===== src/rtl/pin_entry_display_buffer_if.sv =====
// Signal bundle between keypad decoder, PIN entry buffer, 7-seg controller and lock FSM.
interface pin_entry_display_buffer_if;
  localparam int unsigned CODE_W = 4;
  localparam int unsigned PKT_W  = 24;
  localparam int unsigned LEN_W  = 3;

  logic              key_valid;
  logic [CODE_W-1:0] key_code;
  logic              entry_en;
  logic [PKT_W-1:0]  bcd_packet;
  logic              disp_en;
  logic [PKT_W-1:0]  pin_code;
  logic [LEN_W-1:0]  pin_len;
  logic              pin_valid;
  logic              pin_reject;
  logic              timeout;

  // Keypad / system side: supplies keys, observes display and PIN outputs.
  modport master (
    output key_valid, key_code, entry_en,
    input  bcd_packet, disp_en, pin_code, pin_len, pin_valid, pin_reject, timeout
  );

  // PIN entry buffer side.
  modport slave (
    input  key_valid, key_code, entry_en,
    output bcd_packet, disp_en, pin_code, pin_len, pin_valid, pin_reject, timeout
  );
endinterface


===== src/rtl/pin_entry_display_buffer.sv =====
// Keypad PIN-entry buffer: collects up to six digits, drives a masked BCD
// display packet and hands the raw PIN to the lock FSM on ENTER.
module pin_entry_display_buffer #(
  parameter int unsigned MIN_DIGITS     = 4,
  parameter int unsigned MASK_CYCLES    = 50_000_000,
  parameter int unsigned TIMEOUT_CYCLES = 250_000_000
) (
  input  logic                     clk,
  input  logic                     rst,
  pin_entry_display_buffer_if.slave bus
);

  localparam int unsigned NDIG   = 6;
  localparam int unsigned NIB_W  = 4;
  localparam int unsigned PKT_W  = NDIG * NIB_W;
  localparam int unsigned CNT_W  = 3;
  localparam int unsigned MASK_W = (MASK_CYCLES > 1) ? $clog2(MASK_CYCLES) : 1;
  localparam int unsigned TMO_W  = $clog2(TIMEOUT_CYCLES);

  localparam logic [MASK_W-1:0] MASK_LAST = MASK_W'(MASK_CYCLES - 1);
  localparam logic [TMO_W-1:0]  TMO_LAST  = TMO_W'(TIMEOUT_CYCLES - 1);
  localparam logic [CNT_W-1:0]  MIN_CNT   = CNT_W'(MIN_DIGITS);
  localparam logic [CNT_W-1:0]  MAX_CNT   = CNT_W'(NDIG);
  localparam logic [PKT_W-1:0]  BLANK_PKT = '1;

  localparam logic [NIB_W-1:0] GLYPH_MASK = 4'hA;
  localparam logic [NIB_W-1:0] KEY_LAST_DIGIT = 4'h9;
  localparam logic [NIB_W-1:0] KEY_BKSP   = 4'hA;
  localparam logic [NIB_W-1:0] KEY_CLEAR  = 4'hB;
  localparam logic [NIB_W-1:0] KEY_ENTER  = 4'hC;

  localparam logic [0:0] S_IDLE  = 1'b0;
  localparam logic [0:0] S_ENTRY = 1'b1;

  logic [0:0]        state_q, state_d;
  logic [PKT_W-1:0]  raw_q, raw_d;
  logic [CNT_W-1:0]  cnt_q, cnt_d;
  logic              show_raw_q, show_raw_d;
  logic [MASK_W-1:0] mask_ctr_q, mask_ctr_d;
  logic [TMO_W-1:0]  idle_ctr_q, idle_ctr_d;
  logic [PKT_W-1:0]  bcd_q, bcd_d;
  logic              disp_en_q;
  logic [PKT_W-1:0]  pin_code_q, pin_code_d;
  logic [CNT_W-1:0]  pin_len_q, pin_len_d;
  logic              pin_valid_q, pin_valid_d;
  logic              pin_reject_q, pin_reject_d;
  logic              timeout_q, timeout_d;
  logic              key_acc_c;
  logic              clear_entry;

  // Keys are only taken while entry is enabled; codes D-F are dropped.
  assign key_acc_c = bus.entry_en && bus.key_valid && (bus.key_code <= KEY_ENTER);

  // Next-state logic: key handling, mask timer and inactivity timeout.
  always_comb begin
    state_d      = state_q;
    raw_d        = raw_q;
    cnt_d        = cnt_q;
    show_raw_d   = show_raw_q;
    mask_ctr_d   = mask_ctr_q;
    idle_ctr_d   = idle_ctr_q;
    pin_code_d   = pin_code_q;
    pin_len_d    = pin_len_q;
    pin_valid_d  = 1'b0;
    pin_reject_d = 1'b0;
    timeout_d    = 1'b0;
    clear_entry  = 1'b0;

    if (bus.entry_en) begin
      if (show_raw_q) begin
        if (mask_ctr_q == MASK_LAST) begin
          show_raw_d = 1'b0;
          mask_ctr_d = '0;
        end else begin
          mask_ctr_d = mask_ctr_q + 1'b1;
        end
      end

      if (key_acc_c) begin
        idle_ctr_d = '0;
        if (bus.key_code <= KEY_LAST_DIGIT) begin
          if (cnt_q < MAX_CNT) begin
            raw_d      = {bus.key_code, raw_q[PKT_W-1:NIB_W]};
            cnt_d      = cnt_q + 1'b1;
            show_raw_d = 1'b1;
            mask_ctr_d = '0;
            state_d    = S_ENTRY;
          end
        end else begin
          case (bus.key_code)
            KEY_BKSP: begin
              if (cnt_q != '0) begin
                raw_d      = {raw_q[PKT_W-NIB_W-1:0], 4'hF};
                cnt_d      = cnt_q - 1'b1;
                show_raw_d = 1'b0;
                mask_ctr_d = '0;
                if (cnt_q == CNT_W'(1)) begin
                  state_d = S_IDLE;
                end
              end
            end
            KEY_CLEAR: begin
              clear_entry = 1'b1;
            end
            KEY_ENTER: begin
              if (cnt_q != '0) begin
                if (cnt_q >= MIN_CNT) begin
                  pin_valid_d = 1'b1;
                  pin_code_d  = raw_q;
                  pin_len_d   = cnt_q;
                  clear_entry = 1'b1;
                end else begin
                  pin_reject_d = 1'b1;
                end
              end
            end
            default: begin
            end
          endcase
        end
      end else if (state_q == S_ENTRY) begin
        if (idle_ctr_q == TMO_LAST) begin
          timeout_d   = 1'b1;
          clear_entry = 1'b1;
        end else begin
          idle_ctr_d = idle_ctr_q + 1'b1;
        end
      end
    end

    if (clear_entry) begin
      state_d    = S_IDLE;
      raw_d      = BLANK_PKT;
      cnt_d      = '0;
      show_raw_d = 1'b0;
      mask_ctr_d = '0;
      idle_ctr_d = '0;
    end
  end

  // Display glyphs: newest digit raw while unmasked, other present digits dashed, rest blank.
  always_comb begin
    bcd_d = BLANK_PKT;
    for (int i = 0; i < int'(NDIG); i++) begin
      if (CNT_W'(i) < cnt_d) begin
        if ((i == 0) && show_raw_d) begin
          bcd_d[PKT_W-1-NIB_W*i -: NIB_W] = raw_d[PKT_W-1 -: NIB_W];
        end else begin
          bcd_d[PKT_W-1-NIB_W*i -: NIB_W] = GLYPH_MASK;
        end
      end
    end
  end

  // State and output registers; reset discards any entry immediately.
  always_ff @(posedge clk or negedge rst) begin
    if (!rst) begin
      state_q      <= S_IDLE;
      raw_q        <= BLANK_PKT;
      cnt_q        <= '0;
      show_raw_q   <= 1'b0;
      mask_ctr_q   <= '0;
      idle_ctr_q   <= '0;
      bcd_q        <= BLANK_PKT;
      disp_en_q    <= 1'b0;
      pin_code_q   <= BLANK_PKT;
      pin_len_q    <= '0;
      pin_valid_q  <= 1'b0;
      pin_reject_q <= 1'b0;
      timeout_q    <= 1'b0;
    end else begin
      state_q      <= state_d;
      raw_q        <= raw_d;
      cnt_q        <= cnt_d;
      show_raw_q   <= show_raw_d;
      mask_ctr_q   <= mask_ctr_d;
      idle_ctr_q   <= idle_ctr_d;
      bcd_q        <= bcd_d;
      disp_en_q    <= 1'b1;
      pin_code_q   <= pin_code_d;
      pin_len_q    <= pin_len_d;
      pin_valid_q  <= pin_valid_d;
      pin_reject_q <= pin_reject_d;
      timeout_q    <= timeout_d;
    end
  end

  assign bus.bcd_packet = bcd_q;
  assign bus.disp_en    = disp_en_q;
  assign bus.pin_code   = pin_code_q;
  assign bus.pin_len    = pin_len_q;
  assign bus.pin_valid  = pin_valid_q;
  assign bus.pin_reject = pin_reject_q;
  assign bus.timeout    = timeout_q;

endmodule


===== src/flat_wrapper.sv =====
// flat-port wrapper written by rule: the top's interface ports become plain ports
module pin_entry_display_buffer_flat 
#(
  parameter int unsigned MIN_DIGITS     = 4,
  parameter int unsigned MASK_CYCLES    = 50_000_000,
  parameter int unsigned TIMEOUT_CYCLES = 250_000_000
)
  (clk, rst, bus_key_valid, bus_key_code, bus_entry_en, bus_bcd_packet, bus_disp_en, bus_pin_code, bus_pin_len, bus_pin_valid, bus_pin_reject, bus_timeout);
  pin_entry_display_buffer_if bus_i ();
  input  logic clk;
  input  logic rst;
  input wire logic [$bits(bus_i.key_valid)-1:0] bus_key_valid;
  input wire logic [$bits(bus_i.key_code)-1:0] bus_key_code;
  input wire logic [$bits(bus_i.entry_en)-1:0] bus_entry_en;
  output wire logic [$bits(bus_i.bcd_packet)-1:0] bus_bcd_packet;
  output wire logic [$bits(bus_i.disp_en)-1:0] bus_disp_en;
  output wire logic [$bits(bus_i.pin_code)-1:0] bus_pin_code;
  output wire logic [$bits(bus_i.pin_len)-1:0] bus_pin_len;
  output wire logic [$bits(bus_i.pin_valid)-1:0] bus_pin_valid;
  output wire logic [$bits(bus_i.pin_reject)-1:0] bus_pin_reject;
  output wire logic [$bits(bus_i.timeout)-1:0] bus_timeout;
  assign bus_i.key_valid = bus_key_valid;
  assign bus_i.key_code = bus_key_code;
  assign bus_i.entry_en = bus_entry_en;
  assign bus_bcd_packet = bus_i.bcd_packet;
  assign bus_disp_en = bus_i.disp_en;
  assign bus_pin_code = bus_i.pin_code;
  assign bus_pin_len = bus_i.pin_len;
  assign bus_pin_valid = bus_i.pin_valid;
  assign bus_pin_reject = bus_i.pin_reject;
  assign bus_timeout = bus_i.timeout;
  pin_entry_display_buffer #(.MIN_DIGITS(MIN_DIGITS), .MASK_CYCLES(MASK_CYCLES), .TIMEOUT_CYCLES(TIMEOUT_CYCLES)) u_core (.clk(clk), .rst(rst), .bus(bus_i));
endmodule

===== config.mk =====
export PLATFORM = sky130hd
export DESIGN_NAME = pin_entry_display_buffer_flat
export DESIGN_NICKNAME = d
export VERILOG_FILES = /design/src/rtl/pin_entry_display_buffer_if.sv /design/src/rtl/pin_entry_display_buffer.sv /design/src/flat_wrapper.sv
export SDC_FILE = /design/constraint.sdc
export NUM_CORES = 1
export LEC_CHECK = 0
export CAP_MARGIN = 5
export CORE_MARGIN = 3
export CORE_UTILIZATION = 25
export CTS_CLUSTER_SIZE = 40
export DETAILED_ROUTE_END_ITERATION = 12
export HOLD_SLACK_MARGIN = 0.1
export MAX_ROUTING_LAYER = met4
export SETUP_SLACK_MARGIN = 0.3
export SLEW_MARGIN = 20
export SYNTH_ARGS = -nofsm -noshare
export SYNTH_HDL_FRONTEND = slang
export SYNTH_SLANG_ARGS = --single-unit

===== constraint.sdc =====
create_clock -name clk -period 3.4 [get_ports clk]
set_clock_uncertainty 0.05 [all_clocks]
set_input_delay 0.51 -clock clk [delete_from_list [all_inputs] [get_ports clk]]
set_output_delay 0.51 -clock clk [all_outputs]
set_load 0.05 [all_outputs]

==> results_dict.tcl, run 1 <==
set metrics [dict create \
    outcome "finished, final reports clean" \
    gp_congestion 0.891 \
    maxUsedRoutingLayer "met4" \
    synth-compound-area-share_pct 12.9 \
    clock-root-buffer "clkbuf_16" \
    dr_wl_met2_mm 7.09 \
    met1Wirelength_mm 7.84 \
    synthMuxAreaShare_pct 6.00 \
    cp_max_fo 7 \
    crit_path_end_kind "flop" \
    core_um2 24700 \
    dp.cells 981 \
    clockBufferDepth 2 \
    yosysTopAreaCell "dfrtp_1" \
    worstSetupPathType "reg2reg" \
    synth_seq_cells 123 \
    synth_warnings 0 \
    die_w_um 166 \
    wl_met3_um 651 \
    p_leak_nw 3.04 \
    fmax_mhz 364 \
    syn_area_um2 6380 \
    maxCapViolCount 0 \
    crit_chain "inv_1 -> ha_1 -> nor2b_1 -> nor2_1 -> o311ai_0 -> o2111ai_1 -> o211ai_1" \
    synthAdderAreaFrac_pct 1.18 \
    critPathLaunchType "flop" \
    whs_path_depth 1 \
    hold_violations 0 \
    yosysTopAreaCellShare_pct 25.9 \
    avgRoutedWirePerCell_um 15.5 \
    ant_nets 0 \
    dominantRegCellSynth "dfrtp_1" \
    synthXorXnorAreaFrac_pct 3.98 \
    maxSlewHeadroom_pct 36.4 \
    postCtsSetupBuffers 0 \
    die_h_um 166 \
    insertion_delay_ns 0.42 \
    synth_cells 620 \
    ios 63 \
    rr_startpoint "u_core.cnt_q[1]" \
    h-tree-depth 4 \
    grt_overflow 0 \
    max_stage_delay_ns 0.76 \
    drt-pass1-iter-count 4 \
    setup_tns_ns 0 \
    holdPathEnd "u_core.bus.pin_len[2]" \
    powerDensity_nw_per_um2 579 \
    via_per_inst 4.96 \
    tightestPinTransition_ns 0.954 \
    yosysSeqAreaShare_pct 49.3 \
    finalCritPeriodShare_pct 80.9 \
    cts_made_buffers 17 \
    antenna_found_initial 0 \
    post-route-drc-count 0 \
    synth-edff-count 0 \
    holdBufCountCts 1 \
    synthDistinctLibCells 71 \
    insertedDiodeCount 0 \
    gr-usage-all-layers_pct 12.0 \
    synth_top_family_by_area "simple AND/OR/NAND/NOR gates" \
    initial_core_util_pct 25.9 \
    ys_top_cells_by_area "dfrtp_1, dfstp_2, mux2_2, nand2_1, xnor2_1" \
    syn_avg_cell_area_um2 10.3 \
    cts_resized 0 \
    yosysMostFrequentCell "dfrtp_1" \
    drt_iter0_drc 312 \
    hold_start "u_core.bus.pin_len[2]" \
    rrSetupSlack_ns 0.65 \
    dp_hpwl_mm 11.0 \
    grt_max_degree 53 \
    vias 5034 \
    ir_worst_vdd_mv 0.281 \
    grt_pass1_vias 4893 \
    syn_to_final_growth_pct 23.2 \
    synth_commonest_cells "dfrtp_1, nand2_1, dfstp_2" \
    hp-class "reg2reg" \
    cts_tree "built" \
    port-buffer-count 52 \
    maxSlewViolCount 0 \
    synth-simple-area-share_pct 21.8 \
    async_flop_share_pct 100 \
    clk_pin_slew_worst_paths_ns 0.06 \
    drive_gt1_share_pct 21.0 \
    rsz0062_at_grt "no" \
    reg2regPathDepth 7 \
    fp-row-count 57 \
    min_period_ns 2.75 \
    reg2reg_to "u_core.bus.bcd_packet[20]" \
    clock-sinks 123 \
    final_nets 691 \
    grt_pass1_wl_mm 26.3 \
    final_cell_count_no_fill 1014 \
    dieArea_um2 27500 \
    crit_slowest_cell "o311ai_0" \
    cp.required_ns 3.68 \
    critPathArrivalTime_ns 3.03 \
    routed_wirelength_mm 15.8 \
    setup_viol 0 \
]
==> final cells by class <==
type / instances / area, µm²
fillers: 2566 / 16800
repair buffers: 71 / 676
clock inverters: 11 / 131
multi-input cells: 451 / 2980
flip-flops and latches: 123 / 3150
clock buffers: 21 / 482
well taps: 324 / 405
inverters: 13 / 48.8
==> critical path: cells and delay by family, from the launching register on <==
kind	cells	cell delay, ns
flip-flops	1	0.49
AND/OR/NAND/NOR	2	0.41
buffers and inverters	1	0.20
adder cells (fa/ha/maj)	1	0.23
AO/OA/AOI/OAI	3	1.28
==> worst max path at each step <==
stage | cells after the start | start | slack [ns] | to
after floorplan | 6 | bus_key_code[3] | 1.12 | u_core.bus.pin_len[0]
after global placement | 6 | bus_key_code[2] | 0.52 | u_core.bus.bcd_packet[20]
after detailed placement | 6 | bus_key_code[2] | 0.48 | u_core.bus.bcd_packet[20]
after CTS | 7 | u_core.cnt_q[1] | 0.69 | u_core.bus.bcd_packet[20]
after global routing | 7 | u_core.cnt_q[1] | 0.40 | u_core.bus.bcd_packet[20]
final | 7 | u_core.cnt_q[1] | 0.65 | u_core.bus.bcd_packet[20]
==> where the power goes <==
group,internal (W),leakage (nW),switching (W)
registers,0.00172,1.50,0.000201
clock network,0.00117,0.300,0.000689
logic,0.000284,1.24,0.000489
total,0.00318,3.04,0.00138
==> layer usage <==
layer	GRT usage, %	vias to the layer above
met3	2.93	17
met1	16.7	2501
met2	17.2	115
met5	-	-
li1	-	2401
met4	4.05	0
==> kinds of logic (layout without fill, tap and decap cells) <==
group / count (synthesis) / in the layout
buf+inv: 56 / 116
mux: 35 / 35
compound gates: 114 / 114
simple gates: 256 / 256
other cells: 1 / 11
xor+xnor: 29 / 29
flops: 123 / 123
fa+ha+maj: 6 / 6
==> stage by stage <==
stage	utilization [%]	hold slack [ns]	total power, W	worst slack (ns)	cell area (µm²)
floorplan	-	0.164	0.00243	1.12	6420
global placement	29.4	0.409	0.00272	0.519	7240
detailed placement	29.4	0.404	0.00272	0.479	7240
CTS	31.9	0.430	0.00461	0.688	7870
global route	31.9	0.464	0.00477	0.396	7870
finish	31.9	0.421	0.00455	0.650	7870
==> placed cells by master, fill, tap and decap left out, types with 8 or more instances in the layout <==
cell	n
a21oi_1	23
buf_4	18
clkbuf_16	18
clkdlybuf4s50_1	51
conb_1	11
dfrtp_1	66
dfstp_2	57
inv_1	13
mux2_2	26
mux2i_1	9
nand2_1	60
nand3_1	26
nand4_1	18
nor2_1	35
nor3_1	36
nor4_1	11
o211ai_1	13
o21ai_0	14
o31ai_1	12
or3_1	8
or4_1	14
xnor2_1	23
==> registers in the layout, summed over array words and instances, names as in the netlist, 3 cells and up <==
register / cells
u_core.mask_ctr_q: 26
u_core.cnt_q: 3
u_core.bus.bcd_packet: 9
u_core.raw_q: 24
u_core.idle_ctr_q: 28
u_core.bus.pin_len: 3
u_core.bus.pin_code: 24
Note: power is estimated with default switching activity, not from simulation.
==> run 2, diff against run 1 <==
==> constraint.sdc (replaced) <==
create_clock -name clk -period 2.25 [get_ports clk]
set_clock_uncertainty 0.05 [all_clocks]
set_input_delay 0.3375 -clock clk [delete_from_list [all_inputs] [get_ports clk]]
set_output_delay 0.3375 -clock clk [all_outputs]
set_load 0.05 [all_outputs]
==> results_dict.tcl, run 2 (synthesis gave the netlist of run 1 again) <==
set metrics [dict create \
    clock-sinks 123 \
    maxSlewHeadroom_pct 63.1 \
    insertedDiodeCount 0 \
    dp_hpwl_mm 11.9 \
    wl_met3_um 834 \
    maxCapViolCount 0 \
    dr_wl_met2_mm 8.40 \
    grt_overflow 0 \
    routed_wirelength_mm 18.4 \
    power_w 0.00718 \
    clk_pin_slew_worst_paths_ns 0.06 \
    layout_commonest_cell "buf_4" \
    clockBufferDepth 2 \
    cts_tree "built" \
    hp-class "in2async" \
    worstSetupPathType "reg2reg" \
    ant_nets 0 \
    gp_congestion 0.876 \
    syn_to_final_growth_pct 48.2 \
    port-buffer-count 52 \
    antenna_found_initial 0 \
    fin_ws_ns 0.138 \
    post-route-drc-count 0 \
    die_h_um 166 \
    drt_iter0_drc 416 \
    fmax_mhz 474 \
    critPathArrivalTime_ns 2.37 \
    h-tree-depth 4 \
    via_per_inst 4.99 \
    p_leak_nw 3.95 \
    layout_common_cells "buf_4, dfrtp_1, dfstp_2" \
    reg_top3 "u_core.idle_ctr_q: 28 flops, u_core.mask_ctr_q: 26 flops" \
    clockPowerShare_pct 38.1 \
    swShare_pct 31.6 \
    final_nets 812 \
    post-place-ws_ns -0.302 \
    ir_worst_vdd_mv 0.417 \
    insertion_delay_ns 0.43 \
    ios 63 \
    outcome "finished, final reports clean" \
    met1Wirelength_mm 8.94 \
    dieArea_um2 27500 \
    core_um2 24700 \
    finalInstanceArea_um2 9460 \
    clock-root-buffer "clkbuf_16" \
    grt_max_degree 59 \
    gr-usage-all-layers_pct 13.4 \
    maxSlewViolCount 0 \
    largest-register "u_core.idle_ctr_q" \
    largest_reg_flops 28 \
    powerDensity_nw_per_um2 759 \
    die_w_um 166 \
    cp_max_fo 18 \
    dpl_cell_area_um2 8070 \
    drive_gt1_share_pct 42.2 \
    tightestPinTransition_ns 0.556 \
    avgRoutedWirePerCell_um 16.2 \
    cts_made_buffers 17 \
    whs_ns 0.348 \
    hold_violations 0 \
    grt_pass1_wl_mm 29.4 \
    vias 5668 \
    p_comb_share_pct 22.0 \
    rsz0062_at_grt "yes" \
    initial_core_util_pct 25.9 \
    finalCritPeriodShare_pct 93.9 \
    internal_power_w 0.00491 \
    cp.required_ns 2.51 \
    setup_viol 0 \
    maxUsedRoutingLayer "met4" \
    min_period_ns 2.11 \
    critPathLaunchType "flop" \
    crit_path_end_kind "flop" \
    grt_pass1_vias 5490 \
    p_seq_share_pct 39.9 \
    power_switching_w 0.00227 \
    fp-row-count 57 \
    drt-pass1-iter-count 5 \
]
## run 2: changes by cell type in the layout (fill, tap and decap cells not counted), moves of 6 or more
| cell | previous run | this run |
|---|---|---|
| dlygate4sd2_1 | 0 | 44 |
| a21oi_2 | 0 | 11 |
| o21ai_2 | 1 | 7 |
| buf_12 | 1 | 9 |
| clkdlybuf4s50_1 | 51 | 3 |
| buf_4 | 18 | 102 |
| a21oi_1 | 23 | 11 |
| buf_6 | 0 | 23 |
| o21ai_0 | 14 | 6 |
## run 2: cell type report
type                       instances  area [µm²]
fill                            2450       15200
sequential                       123        3150
multi-input combinational        451        3440
tap                              324         405
timing repair buffer             192        1820
clock inverter                    12         128
clock buffer                      20         468
inverter                          13        48.8
## run 2: final timing paths
check / start / endpoint / slack, ns / cells past startpoint
setup / recovery: u_core.idle_ctr_q[19] / u_core.mask_ctr_q[12] / 0.14 / 8
hold / removal: rst / u_core.idle_ctr_q[26] / 0.35 / 2
setup reg to reg: u_core.idle_ctr_q[19] / u_core.mask_ctr_q[12] / 0.14 / 8
hold reg to reg: u_core.bus.pin_len[2] / u_core.bus.pin_len[2] / 0.42 / 1
max in group asynchronous: rst / u_core.bus.pin_code[5] / 1.12 / 3
min in group clk: bus_key_code[0] / u_core.bus.pin_reject / 0.37 / 3
## run 2: worst max-delay path, stage by stage (launching register included)
cell and delay, ns:
dfrtp_1 0.41, nor4bb_2 0.32, nand4_1 0.16, buf_6 0.17
nor4_4 0.33, buf_4 0.19, nand2b_4 0.15, buf_12 0.15
nor3_1 0.07
## run 2: stage by stage
step	cells	TNS (ns)	utilization, %
2_1_floorplan	630	0	-
3_3_place_gp	1070	-18.33	32.7
3_5_place_dp	1070	-20.18	32.7
4_1_cts	1122	0	36.7
5_1_grt	1135	0	38.3
6_report	1135	0	38.3
## run 2: repair_timing
action | CTS | global route
pin swaps | 28 | 37
hold buffers | 1 | 0
cloned | 4 | 2
gates resized for setup | 104 | 64
buffers inserted | 15 | 11
endpoints found under the setup margin | 158 | 119
endpoints found under the hold margin | 21 | 0
## run 2: power groups by stage
stage	Sequential (W)	Clock (W)	Combinational (W)
6_report	0.00286	0.00274	0.00158
2_1_floorplan	0.00298	0	0.000723
3_3_place_gp	0.00288	0	0.00139
4_1_cts	0.00285	0.00280	0.00146
5_1_grt	0.00290	0.00291	0.00171
3_5_place_dp	0.00288	0	0.00141
## run 2: metal layers
metal  vias to the layer above  GRT usage [%]
met5                         -              -
met4                         0           3.76
met3                        26           2.74
met2                       152           19.8
met1                      2828           18.7
li1                       2662              -
